### config.mk
export PLATFORM = sky130hd
export DESIGN_NAME = csa_stream_accumulator
export DESIGN_NICKNAME = d
export VERILOG_FILES = /design/src/rtl/csa_pkg.sv /design/src/rtl/csa_chunk_adder.sv /design/src/rtl/csa_stream_accumulator.sv
export SDC_FILE = /design/constraint.sdc
export NUM_CORES = 1
export LEC_CHECK = 0
export CORE_ASPECT_RATIO = 0.6
export CORE_MARGIN = 5
export CORE_UTILIZATION = 50
export DETAILED_ROUTE_END_ITERATION = 10
export GPL_TIMING_DRIVEN = 0
export PLACE_DENSITY = 0.71
export RECOVER_POWER = 25
export SYNTH_ARGS = -nofsm -noshare
export SYNTH_HDL_FRONTEND = slang
export SYNTH_SLANG_ARGS = --single-unit
### constraint.sdc
create_clock -name clk -period 3.3 [get_ports clk]
set_clock_uncertainty 0.2 [all_clocks]
set_input_delay 0.495 -clock clk [delete_from_list [all_inputs] [get_ports clk]]
set_output_delay 0.495 -clock clk [all_outputs]
set_load 0.005 [all_outputs]
### src/rtl/csa_pkg.sv
// csa_pkg: shared constants and state encoding for the serial carry-save accumulator.
`default_nettype none

package csa_pkg;
  localparam int CSA_WIDTH     = 16;
  localparam int CSA_NUM_OPS   = 9;
  localparam int CSA_OUT_WIDTH = 20;
  localparam int CSA_CHUNK     = 4;
  localparam int CSA_CNT_W     = $clog2(CSA_NUM_OPS + 1);

  typedef enum logic [1:0] {
    IDLE    = 2'd0,
    ACCUM   = 2'd1,
    RESOLVE = 2'd2,
    DONE    = 2'd3
  } csa_state_e;
endpackage

`default_nettype wire

### src/rtl/csa_chunk_adder.sv
// csa_chunk_adder: CHUNK-bit ripple adder with carry-in and carry-out.
`default_nettype none

module csa_chunk_adder #(
  parameter int CHUNK = 4
) (
  input  logic [CHUNK-1:0] i_a,
  input  logic [CHUNK-1:0] i_b,
  input  logic             i_ci,
  output logic [CHUNK-1:0] o_s,
  output logic             o_co
);
  logic [CHUNK:0] w_total;

  assign w_total = {1'b0, i_a} + {1'b0, i_b} + {{CHUNK{1'b0}}, i_ci};
  assign o_s     = w_total[CHUNK-1:0];
  assign o_co    = w_total[CHUNK];
endmodule

`default_nettype wire

### src/rtl/csa_stream_accumulator.sv
// csa_stream_accumulator: serial carry-save accumulation with a chunked carry-propagate resolve.
// Optional macro CSA_EARLY_LAST_EN lets in_last terminate a transaction early.
`default_nettype none

module csa_stream_accumulator
  import csa_pkg::*;
#(
  parameter int WIDTH     = CSA_WIDTH,
  parameter int NUM_OPS   = CSA_NUM_OPS,
  parameter int OUT_WIDTH = CSA_OUT_WIDTH,
  parameter int CHUNK     = CSA_CHUNK
) (
  input  logic                 clk,
  input  logic                 rst,
  input  logic                 in_valid,
  output logic                 in_ready,
  input  logic [WIDTH-1:0]     in_data,
  input  logic                 in_last,
  output logic                 out_valid,
  input  logic                 out_ready,
  output logic [OUT_WIDTH-1:0] sum,
  output logic                 cout,
  output logic                 busy
);
  localparam int NCHUNK = OUT_WIDTH / CHUNK;
  localparam int KW     = (NCHUNK > 1) ? $clog2(NCHUNK) : 1;
  localparam int CNT_W  = $clog2(NUM_OPS + 1);

  csa_state_e r_state, w_state_next;

  logic [OUT_WIDTH-1:0] r_s, r_c, r_sum;
  logic [CNT_W-1:0]     r_cnt;
  logic [KW-1:0]        r_k;
  logic                 r_carry, r_cout;

  logic                 w_accept, w_last_op, w_last_chunk;
  logic [OUT_WIDTH-1:0] w_x, w_s_base, w_c_base, w_s_next, w_c_next;
  logic [CHUNK-1:0]     w_chunk_sum;
  logic                 w_chunk_co;

  assign w_accept     = in_valid & in_ready;
  assign w_last_chunk = (r_k == KW'(NCHUNK - 1));

`ifdef CSA_EARLY_LAST_EN
  assign w_last_op = (r_cnt == CNT_W'(NUM_OPS - 1)) | in_last;
`else
  assign w_last_op = (r_cnt == CNT_W'(NUM_OPS - 1));
  logic w_unused_last;
  assign w_unused_last = in_last;
`endif

  // IDLE ignores stale S/C so the first beat simply loads S=x, C=0
  assign w_x      = {{(OUT_WIDTH - WIDTH){1'b0}}, in_data};
  assign w_s_base = (r_state == IDLE) ? '0 : r_s;
  assign w_c_base = (r_state == IDLE) ? '0 : r_c;
  assign w_s_next = w_s_base ^ w_c_base ^ w_x;
  assign w_c_next = ((w_s_base & w_c_base) | (w_s_base & w_x) | (w_c_base & w_x)) << 1;

  csa_chunk_adder #(.CHUNK(CHUNK)) u_chunk_adder (
    .i_a  (r_s[r_k*CHUNK +: CHUNK]),
    .i_b  (r_c[r_k*CHUNK +: CHUNK]),
    .i_ci (r_carry),
    .o_s  (w_chunk_sum),
    .o_co (w_chunk_co)
  );

  always_ff @(posedge clk) begin
    if (rst) r_state <= IDLE;
    else     r_state <= w_state_next;
  end

  always_comb begin
    w_state_next = r_state;
    case (r_state)
      IDLE:    if (w_accept) w_state_next = w_last_op ? RESOLVE : ACCUM;
      ACCUM:   if (w_accept && w_last_op) w_state_next = RESOLVE;
      RESOLVE: if (w_last_chunk) w_state_next = DONE;
      DONE:    if (out_ready) w_state_next = IDLE;
      default: w_state_next = IDLE;
    endcase
  end

  always_comb begin
    in_ready  = (r_state == IDLE) || (r_state == ACCUM);
    out_valid = (r_state == DONE);
    busy      = (r_state != IDLE);
  end

  always_ff @(posedge clk) begin
    if (rst) begin
      r_s     <= '0;
      r_c     <= '0;
      r_cnt   <= '0;
      r_k     <= '0;
      r_carry <= 1'b0;
      r_sum   <= '0;
      r_cout  <= 1'b0;
    end else if (w_accept) begin
      r_s     <= w_s_next;
      r_c     <= w_c_next;
      r_cnt   <= w_last_op ? '0 : r_cnt + 1'b1;
      r_k     <= '0;
      r_carry <= 1'b0;
    end else if (r_state == RESOLVE) begin
      r_sum[r_k*CHUNK +: CHUNK] <= w_chunk_sum;
      r_carry                   <= w_chunk_co;
      r_k                       <= r_k + 1'b1;
      if (w_last_chunk) r_cout <= w_chunk_co;
    end
  end

  assign sum  = r_sum;
  assign cout = r_cout;
endmodule

`default_nettype wire
==> results of run 1 <==
## worst max-delay path, stage by stage, from the launching register on
cell and delay [ns]:
dfxtp_1 0.49, buf_2 0.33, mux2_1 0.36, nand3_1 0.08, o21ai_1 0.09, fa_1 0.45
a211oi_1 0.34, o21bai_1 0.16, o21a_1 0.21, a31o_1 0.25
## power groups by stage
stage                     combinational, µW  sequential, µW  clock (µW)
final                                   959             996         878
after global routing                   1060            1000         936
after CTS                               952             990         893
after detailed placement                944            1010           0
after global placement                  923            1000           0
after floorplan                         650             982           0
## logic make-up after synthesis
| logic type | after synthesis | synth area share [%] |
|---|---|---|
| muxes | 24 | 8.49 |
| xor gates and xnor gates | 3 | 0.678 |
| buffers and inverters | 46 | 4.87 |
| DFF | 70 | 36.1 |
| and+or+nand+nor | 195 | 24.3 |
| adders and majority gates | 34 | 14.3 |
| AOI/OAI and AO/OA | 70 | 11.2 |
## stage by stage
stage	setup WS, ns	cells	hold WS (ns)
after detailed placement	0.0729	588	0.256
after global placement	0.102	588	0.254
after CTS	0.0593	603	0.263
final	0.221	603	0.264
after floorplan	0.511	442	0.241
after global routing	0.0647	603	0.286
## metal layers
metal,vias to the layer above,share of wire (%),track usage [%]
met4,0,1.4,6.63
met2,109,40,29.9
met1,1601,51,33.6
li1,1572,-,-
met3,15,7.6,6.39
met5,-,0,0
## area by class of cell
| class | count | area, µm² | share of cell area [%] |
|---|---|---|---|
| buffer | 28 | 121 | 2.58 |
| clock buffer | 14 | 264 | 5.62 |
| clock inverter | 1 | 5.00 | 0.106 |
| inverter | 18 | 67.6 | 1.44 |
| multi-input combinational | 326 | 2290 | 48.7 |
| sequential | 70 | 1400 | 29.8 |
| tap | 104 | 130 | 2.77 |
| timing repair buffer | 42 | 420 | 8.94 |
## worst max path at each step
stage | end | slack, ns | cells after the start
6_report | sum[15]$_SDFFE_PP0P_ | 0.22 | 9
2_1_floorplan | sum[15]$_SDFFE_PP0P_ | 0.51 | 9
5_1_grt | sum[15]$_SDFFE_PP0P_ | 0.06 | 9
3_5_place_dp | sum[13]$_SDFFE_PP0P_ | 0.07 | 10
3_3_place_gp | sum[17]$_SDFFE_PP0P_ | 0.10 | 10
4_1_cts | sum[13]$_SDFFE_PP0P_ | 0.06 | 10
## cells in the final DEF, fill, tap and decap left out, types with 9 or more instances in the layout
cell type	count
a21oi_1	43
clkbuf_1	20
clkbuf_16	9
clkdlybuf4s50_1	21
dfxtp_1	69
dlygate4sd3_1	21
fa_1	17
ha_1	17
inv_1	13
mux2i_1	16
nand2_1	94
nand3_1	10
nor2_1	27
nor2b_1	41
## timing repair
action	CTS	global route
endpoints found under the setup margin	0	8
hold endpoints to repair	0	0
resized for setup	0	4
## registers in the layout, indices dropped and copies added, names as in the netlist
name     flops
r_k          3
r_state      2
r_c         19
r_carry      1
cout         1
sum         20
r_cnt        4
r_s         20
==> impl_metrics.yaml, run 1 <==
sta:
  tightest_slew_ns: 0.710
  fin_crit_ns: 3.08
  finalHoldViolCount: 0
  post-route-period-util_pct: 93.3
  tns_ns: 0
  slew_headroom_pct: 52.6
  setup_viol: 0
  max_freq_mhz: 325
  drv_slew: 0
  rsz0062_at_grt: "false"
cells_and_area:
  final.fill_count: 650
  final_util_pct: 63.4
  diodes: 0
  drive_gt1_share_pct: 8.02
  fin_area_um2: 4700
  area_growth_pct: 21.2
  layout.nets: 550
cts:
  clk_pin_slew_ns: 0.05
  cts_root_buf: "clkbuf_16"
  cts-buffers-inserted: 9
  cts_tree: "done"
  clock_latency_ns: 0.33
  cts_hold_buf: 0
  postCtsSetupRepairBufs: 0
  clock_sinks: 70
  cts_max_level: 3
  clockBufferDepth: 2
worst_hold_path:
  min_path_cells: 2
  hp-class: "reg -> reg"
  min_from: "sum[3]$_SDFFE_PP0P_"
  min_to: "sum[3]$_SDFFE_PP0P_"
yosys:
  synth_most_common_cell: "nand2_1"
  yosys_warnings: 0
  yosysUniqueCellTypes: 48
  synth_cells: 442
  syn-cell-area_um2: 3880
  synth_area_leader_cell: "dfxtp_1"
  ys.flop_type: "dfxtp_1"
  synthDominantCellAreaShare_pct: 36.1
  synth-edff-count: 0
  synthArstFlopShare_pct: 0
  avgSynthCellArea_um2: 8.77
  seq_area_frac_synth_pct: 36.1
  ys_ff_latch: 70
  synth_commonest_cells: "94 x nand2_1, 70 x dfxtp_1, 43 x a21oi_1"
  synthesis.nets: 497
  synth_area_leaders: "dfxtp_1 36%, nand2_1 9.1%, fa_1 8.8%, nor2b_1 6.6%, a21oi_1 5.6%"
setup_path:
  crit_type: "reg -> reg"
  cp-end-kind: "register"
  reg2reg_depth: 9
  crit_arrival_ns: 3.10
  startpoint_type: "register"
  crit_fanout: 10
  reg2reg_setup_slack_ns: 0.22
  rr_startpoint: "r_k[1]$_SDFFE_PP0P_"
  cp_data_required_time_ns: 3.32
  timing.rr.end: "sum[15]$_SDFFE_PP0P_"
  critPathLaunch: "r_k[1]$_SDFFE_PP0P_"
drt:
  wl_per_cell_um: 16.7
  ant_nets: 0
  drc: 0
  drtIter0Drc: 266
  via_per_inst: 5.47
  drt-total-wl_mm: 10.1
  dr.pass1.iters: 5
  via_count: 3297
power_and_ir_drop:
  clock_power_share_pct: 31.0
  ir_worst_vdd_mv: 0.367
  powerDensity_nw_per_um2: 603
  power_frac_comb_pct: 33.9
  seqPwrFrac_pct: 35.1
  power_switching_uw: 1020
  power.leakage_uw: 0.00188
  totalPowerFinal_uw: 2830
  p_int_uw: 1810
  switching_share_pct: 36.1
placement:
  dpl.hpwl_mm: 7.57
  port_buffers: 42
  gp_congestion: 0.875
  dpl_cell_area_um2: 4430
run:
  maxCapViolCount: 0
global_route:
  antenna_found_initial: 0
  grt_pass1_vias: 3187
  grt_overflow: 0
  grt_pass1_wl_mm: 16.5
  track_usage_pct: 22.1
  grt_max_degree: 11
die:
  die_w_um: 124
  design.core.area_um2: 7420
  fp.dieH_um: 78.2
  design.die.area_um2: 9670
  io_pins: 45
  initial_core_util_pct: 52.3
  num_rows: 24
outcome:
  status: "finished, final reports clean"
No activity file was read; power rests on OpenSTA's default activity.
==> inputs of run 2 (changes only) <==
--- a/config.mk
+++ b/config.mk
@@ -6,7 +6,7 @@
 export NUM_CORES = 1
 export LEC_CHECK = 0
 export CORE_ASPECT_RATIO = 0.6
-export CORE_MARGIN = 5
+export CORE_MARGIN = 2
 export CORE_UTILIZATION = 50
 export DETAILED_ROUTE_END_ITERATION = 10
 export GPL_TIMING_DRIVEN = 0
==> run 2 against run 1 <==
  * Non-clock buffer count stayed put
  * First-iteration DRC count is 0.38% lower
  * Final cell count stayed put
  * Die area is 12% lower
  * Via count is 0.45% higher
  * Utilization is 0.46 points higher
  * Count of clock-buffer cells in the layout stayed put
  * Final area is 0.32% higher
  * Worst hold slack better by 0.0024 ns
  * Fmax is 2.2% higher
  * Routed wire length is 0.79% higher
  * Largest cell class unchanged
  * Largest power group unchanged
==> impl_metrics.yaml, run 2 (synthesis gave the netlist of run 1 again) <==
drt:
  drc: 0
  drtIter0Drc: 265
  drt-total-wl_mm: 10.2
  dr.pass1.iters: 5
  via_per_inst: 5.49
  via_count: 3312
  ant_nets: 0
  wl_per_cell_um: 16.9
global_route:
  grtUsageMet2_pct: 38.4
  track_usage_pct: 26.1
  grt_pass1_vias: 3290
  use_met1_pct: 36.9
  met3_usage_pct: 10.3
  grt-busiest-layer: "met2"
  grt_overflow: 0
  antenna_found_initial: 0
  grt_max_degree: 11
  grt_pass1_wl_mm: 16.8
setup_path:
  cp-end-kind: "register"
  crit_fanout: 10
  cp_data_required_time_ns: 3.36
  slowest_stage: "mux4_2"
  critPathLaunch: "r_k[0]$_SDFFE_PP0P_"
  rr_startpoint: "r_k[0]$_SDFFE_PP0P_"
  cpPeakStageDelay_ns: 0.53
  reg2reg_depth: 10
  startpoint_type: "register"
  path_cells: "buf_4 > mux4_2 > nand2_1 > nand2_1 > fa_2 > inv_1 > fa_1 > nor2_2 > mux2i_1 > nor2_1"
  reg2reg_setup_slack_ns: 0.29
  cp_num_cells: 10
  crit_arrival_ns: 3.08
  crit_end: "sum[9]$_SDFFE_PP0P_"
  critPathTopFamily: "adder cells"
  crit_top_cell: "nand2_1"
  crit_type: "reg -> reg"
  crit_buf_inv: 2
  timing.rr.end: "sum[9]$_SDFFE_PP0P_"
die:
  die_w_um: 118
  num_rows: 24
  fp.dieH_um: 72.2
  io_pins: 45
  initial_core_util_pct: 52.5
  design.core.area_um2: 7390
  design.die.area_um2: 8500
sta:
  finalHoldViolCount: 0
  tightest_slew_ns: 0.718
  rsz0062_at_grt: "false"
  fin_crit_ns: 3.01
  drv_slew: 0
  tns_ns: 0
  setup_viol: 0
  post-route-period-util_pct: 91.3
  slew_headroom_pct: 52.1
  max_freq_mhz: 332
cells_and_area:
  drive_gt1_share_pct: 8.82
  mostFrequentLayoutCell: "nand2_1"
  layout_common_cells: "94 x nand2_1, 69 x dfxtp_1, 43 x a21oi_1, 41 x nor2b_1, 27 x nor2_1"
  final_util_pct: 63.8
  diodes: 0
  multiInputGateArea_um2: 2300
  layout.nets: 550
  seq_area_um2: 1400
  final.fill_count: 642
  fin_area_um2: 4720
  area_growth_pct: 21.6
cts:
  clk_pin_slew_ns: 0.06
  cts_tree: "done"
  clock_latency_ns: 0.34
  cts_max_level: 3
  clock_sinks: 70
  clockBufferDepth: 2
  cts-buffers-inserted: 9
  postCtsSetupRepairBufs: 0
  cts_root_buf: "clkbuf_16"
power_and_ir_drop:
  ir_worst_vdd_mv: 0.341
  power.leakage_uw: 0.00188
  powerDensity_nw_per_um2: 605
placement:
  port_buffers: 42
  dpl_cell_area_um2: 4430
  dpl.hpwl_mm: 7.65
  gp_congestion: 0.871
worst_hold_path:
  hp-class: "reg -> reg"
run:
  maxCapViolCount: 0
outcome:
  status: "finished, final reports clean"
run 2: changes by cell type in the layout (fill, tap and decap cells not counted):
cell / change
fa_1: -1
a211oi_1: -1
a2111oi_0: -1
buf_2: +1
clkbuf_1: -1
fa_2: +1
a211oi_2: +1
a2111oi_2: +1
run 2: worst min-delay path by stage:
stage,from,to,slack [ns],depth (start not counted)
finish,sum[3]$_SDFFE_PP0P_,sum[3]$_SDFFE_PP0P_,0.27,2
global route,r_s[16]$_SDFFE_PP0P_,r_s[16]$_SDFFE_PP0P_,0.30,2
CTS,r_c[4]$_SDFFE_PP0P_,r_c[4]$_SDFFE_PP0P_,0.27,2
detailed placement,r_c[4]$_SDFFE_PP0P_,r_c[4]$_SDFFE_PP0P_,0.26,2
global placement,r_c[4]$_SDFFE_PP0P_,r_c[4]$_SDFFE_PP0P_,0.25,2
floorplan,r_c[4]$_SDFFE_PP0P_,r_c[4]$_SDFFE_PP0P_,0.24,2
run 2: cell type report:
class / count / area share, %
Multi-Input combinational cell: 326 / 48.8
Sequential cell: 70 / 29.7
Timing Repair Buffer: 42 / 8.91
Clock buffer: 14 / 5.60
Tap cell: 104 / 2.76
Buffer: 28 / 2.60
Inverter: 18 / 1.43
Clock inverter: 1 / 0.106
run 2: stage by stage:
| stage | hold slack, ns | std cells | total power [µW] | setup WS, ns |
|---|---|---|---|---|
| after detailed placement | 0.260 | 588 | 1960 | 0.0465 |
| after global placement | 0.250 | 588 | 1930 | 0.0518 |
| after CTS | 0.267 | 603 | 2840 | 0.0123 |
| after floorplan | 0.241 | 442 | 1630 | 0.511 |
| final | 0.267 | 603 | 2850 | 0.288 |
| after global routing | 0.300 | 603 | 3010 | 0.0661 |
run 2: worst min-delay path, delay by kind of cell, from the launching register on:
| kind | cells | cell delay (ns) |
|---|---|---|
| AND/OR/NAND/NOR | 1 | 0.06 |
| AO/OA/AOI/OAI | 1 | 0.06 |
| flip-flops | 1 | 0.30 |
run 2: per-layer routing:
layer / part of all wire, % / wire (µm)
met2: 41 / 4200
met1: 48 / 4880
met4: 0.65 / 66
met3: 10 / 1020
met5: 0 / 0
run 2: repair_timing:
action	in CTS	in global routing
resized for setup	0	8
hold buffers	0	0
endpoints found under the setup margin	0	11
run 2: where the power goes:
| group | switching, µW | total [µW] | leakage (µW) | internal, µW |
|---|---|---|---|---|
| Sequential | 70.5 | 994 | 0.000568 | 923 |
| Combinational | 631 | 982 | 0.00118 | 350 |
| Clock | 333 | 877 | 0.000133 | 544 |
| Total | 1030 | 2850 | 0.00188 | 1820 |
==> inputs of run 3 (changes only) <==
--- a/config.mk
+++ b/config.mk
@@ -5,13 +5,17 @@
 export SDC_FILE = /design/constraint.sdc
 export NUM_CORES = 1
 export LEC_CHECK = 0
+export CELL_PAD_IN_SITES_DETAIL_PLACEMENT = 1
+export CELL_PAD_IN_SITES_GLOBAL_PLACEMENT = 2
 export CORE_ASPECT_RATIO = 0.6
 export CORE_MARGIN = 2
-export CORE_UTILIZATION = 50
+export CORE_UTILIZATION = 34
 export DETAILED_ROUTE_END_ITERATION = 10
+export GPL_ROUTABILITY_DRIVEN = 0
 export GPL_TIMING_DRIVEN = 0
-export PLACE_DENSITY = 0.71
+export PLACE_DENSITY = 0.78
 export RECOVER_POWER = 25
+export SKIP_CTS_REPAIR_TIMING = 1
 export SYNTH_ARGS = -nofsm -noshare
 export SYNTH_HDL_FRONTEND = slang
 export SYNTH_SLANG_ARGS = --single-unit
==> run 3 against run 2 <==
  * Final area is 0.48% higher
  * Utilization is 22 points lower
  * Via count decreased by 0.66%
  * Global-route usage shrank 6.3 points
  * Combinational power barely moved
  * Critical endpoint is now sum[15]$_SDFFE_PP0P_
  * Count of clock-buffer cells in the layout shrank 4
==> impl_metrics.yaml, run 3 (synthesis gave the netlist of run 1 again) <==
outcome:
  status: "finished, final reports clean"
power_and_ir_drop:
  ir_worst_vdd_mv: 0.246
  powerDensity_nw_per_um2: 603
  switching_share_pct: 38.3
  power_switching_uw: 1090
  seqPwrFrac_pct: 35.2
  clock_power_share_pct: 30.3
  p_int_uw: 1760
  power_frac_comb_pct: 34.5
  totalPowerFinal_uw: 2860
  power.leakage_uw: 0.00187
cts:
  clock_sinks: 70
  cts_max_level: 3
  cts_tree: "done"
  clock_latency_ns: 0.33
  clk_pin_slew_ns: 0.06
  cts-buffers-inserted: 9
  clockBufferDepth: 2
  cts_root_buf: "clkbuf_16"
cells_and_area:
  drive_gt1_share_pct: 8.22
  diodes: 0
  layout.nets: 550
  layout_common_cells: "94 x nand2_1, 69 x dfxtp_1, 43 x a21oi_1, 41 x nor2b_1, 27 x nor2_1"
  area_growth_pct: 22.2
  mostFrequentLayoutCell: "nand2_1"
  final.fill_count: 1324
drt:
  drtIter0Drc: 161
  drc: 0
  via_count: 3290
  drt-total-wl_mm: 11.6
  wl_per_cell_um: 18.0
  ant_nets: 0
  via_per_inst: 5.12
  dr.pass1.iters: 4
setup_path:
  crit_type: "reg -> reg"
  timing.rr.end: "sum[15]$_SDFFE_PP0P_"
  cp_data_required_time_ns: 3.32
  cp-end-kind: "register"
  crit_fanout: 10
  reg2reg_depth: 9
  path_cells: "buf_2 > mux2_1 > nand3_1 > o21ai_1 > fa_1 > a211oi_1 > o21bai_1 > o21a_1 > a31o_1"
  crit_arrival_ns: 3.03
  reg2reg_setup_slack_ns: 0.30
  startpoint_type: "register"
  slowest_stage: "dfxtp_1"
  rr_startpoint: "r_k[1]$_SDFFE_PP0P_"
  cpPeakStageDelay_ns: 0.48
worst_hold_path:
  hp-class: "reg -> reg"
  min_path_cells: 2
  min_from: "r_s[5]$_SDFFE_PP0P_"
  min_to: "r_s[5]$_SDFFE_PP0P_"
die:
  initial_core_util_pct: 34.5
  design.die.area_um2: 12300
  num_rows: 30
  fp.dieH_um: 86.7
  die_w_um: 142
  io_pins: 45
  design.core.area_um2: 11200
sta:
  post-route-period-util_pct: 90.9
  tightest_slew_ns: 0.687
  max_freq_mhz: 333
  finalHoldViolCount: 0
  tns_ns: 0
  slew_headroom_pct: 54.2
  setup_viol: 0
  drv_slew: 0
  rsz0062_at_grt: "false"
  fin_crit_ns: 3.00
run:
  maxCapViolCount: 0
placement:
  port_buffers: 42
  dpl.hpwl_mm: 8.79
global_route:
  grt_pass1_wl_mm: 18.0
  grt_max_degree: 12
  antenna_found_initial: 0
  track_usage_pct: 19.8
  grt_pass1_vias: 3201
  grt_overflow: 0
-- run 3: layout make-up --
| class | instances | area (µm²) | share of cell area, % |
|---|---|---|---|
| multi-input cells | 326 | 2290 | 48.3 |
| inverters | 18 | 67.6 | 1.43 |
| flip-flops and latches | 70 | 1400 | 29.6 |
| well taps | 144 | 180 | 3.80 |
| clock buffers | 10 | 229 | 4.83 |
| plain buffers | 28 | 121 | 2.56 |
| repair buffers | 42 | 420 | 8.87 |
| clock inverters | 5 | 27.5 | 0.581 |
-- run 3: per-layer routing --
layer	up-vias	track usage [%]	routed length, µm
li1	1574	-	-
met1	1630	29.5	6040
met2	76	28.1	4640
met3	10	5.86	783
met4	0	4.09	93
met5	-	0	0
-- run 3: metrics by stage --
step	util [%]	setup WS, ns	cells	hold slack [ns]	instance area (µm²)
2_1_floorplan	-	0.511	442	0.241	3880
3_3_place_gp	39.9	0.159	628	0.257	4480
3_5_place_dp	39.9	0.114	628	0.272	4480
4_1_cts	42.2	0.0850	643	0.280	4730
5_1_grt	42.2	0.0550	643	0.303	4740
6_report	42.2	0.299	643	0.274	4740
-- run 3: power groups by stage --
stage | combinational, µW | sequential, µW | clock [µW]
after floorplan | 650 | 982 | 0
after global placement | 964 | 1020 | 0
after detailed placement | 993 | 1020 | 0
after CTS | 996 | 1000 | 886
after global routing | 1100 | 1020 | 921
final | 985 | 1010 | 867
-- run 3: critical path: cells and delay by family, from the launching register on --
family,cells,cell delay (ns)
AND/OR/NAND/NOR,1,0.08
buffers and inverters,1,0.31
flip-flops,1,0.48
adder cells (fa/ha/maj),1,0.42
multiplexers,1,0.36
AO/OA/AOI/OAI,5,1.04
-- run 3: worst max-delay path by stage --
stage / cells after the start / from / end
after floorplan: 9 / r_k[0]$_SDFFE_PP0P_ / sum[15]$_SDFFE_PP0P_
after global placement: 10 / r_k[0]$_SDFFE_PP0P_ / sum[17]$_SDFFE_PP0P_
after detailed placement: 10 / r_k[0]$_SDFFE_PP0P_ / sum[17]$_SDFFE_PP0P_
after CTS: 10 / r_k[0]$_SDFFE_PP0P_ / sum[5]$_SDFFE_PP0P_
after global routing: 12 / r_k[2]$_SDFFE_PP0P_ / r_carry$_SDFFE_PP0P_
final: 9 / r_k[1]$_SDFFE_PP0P_ / sum[15]$_SDFFE_PP0P_
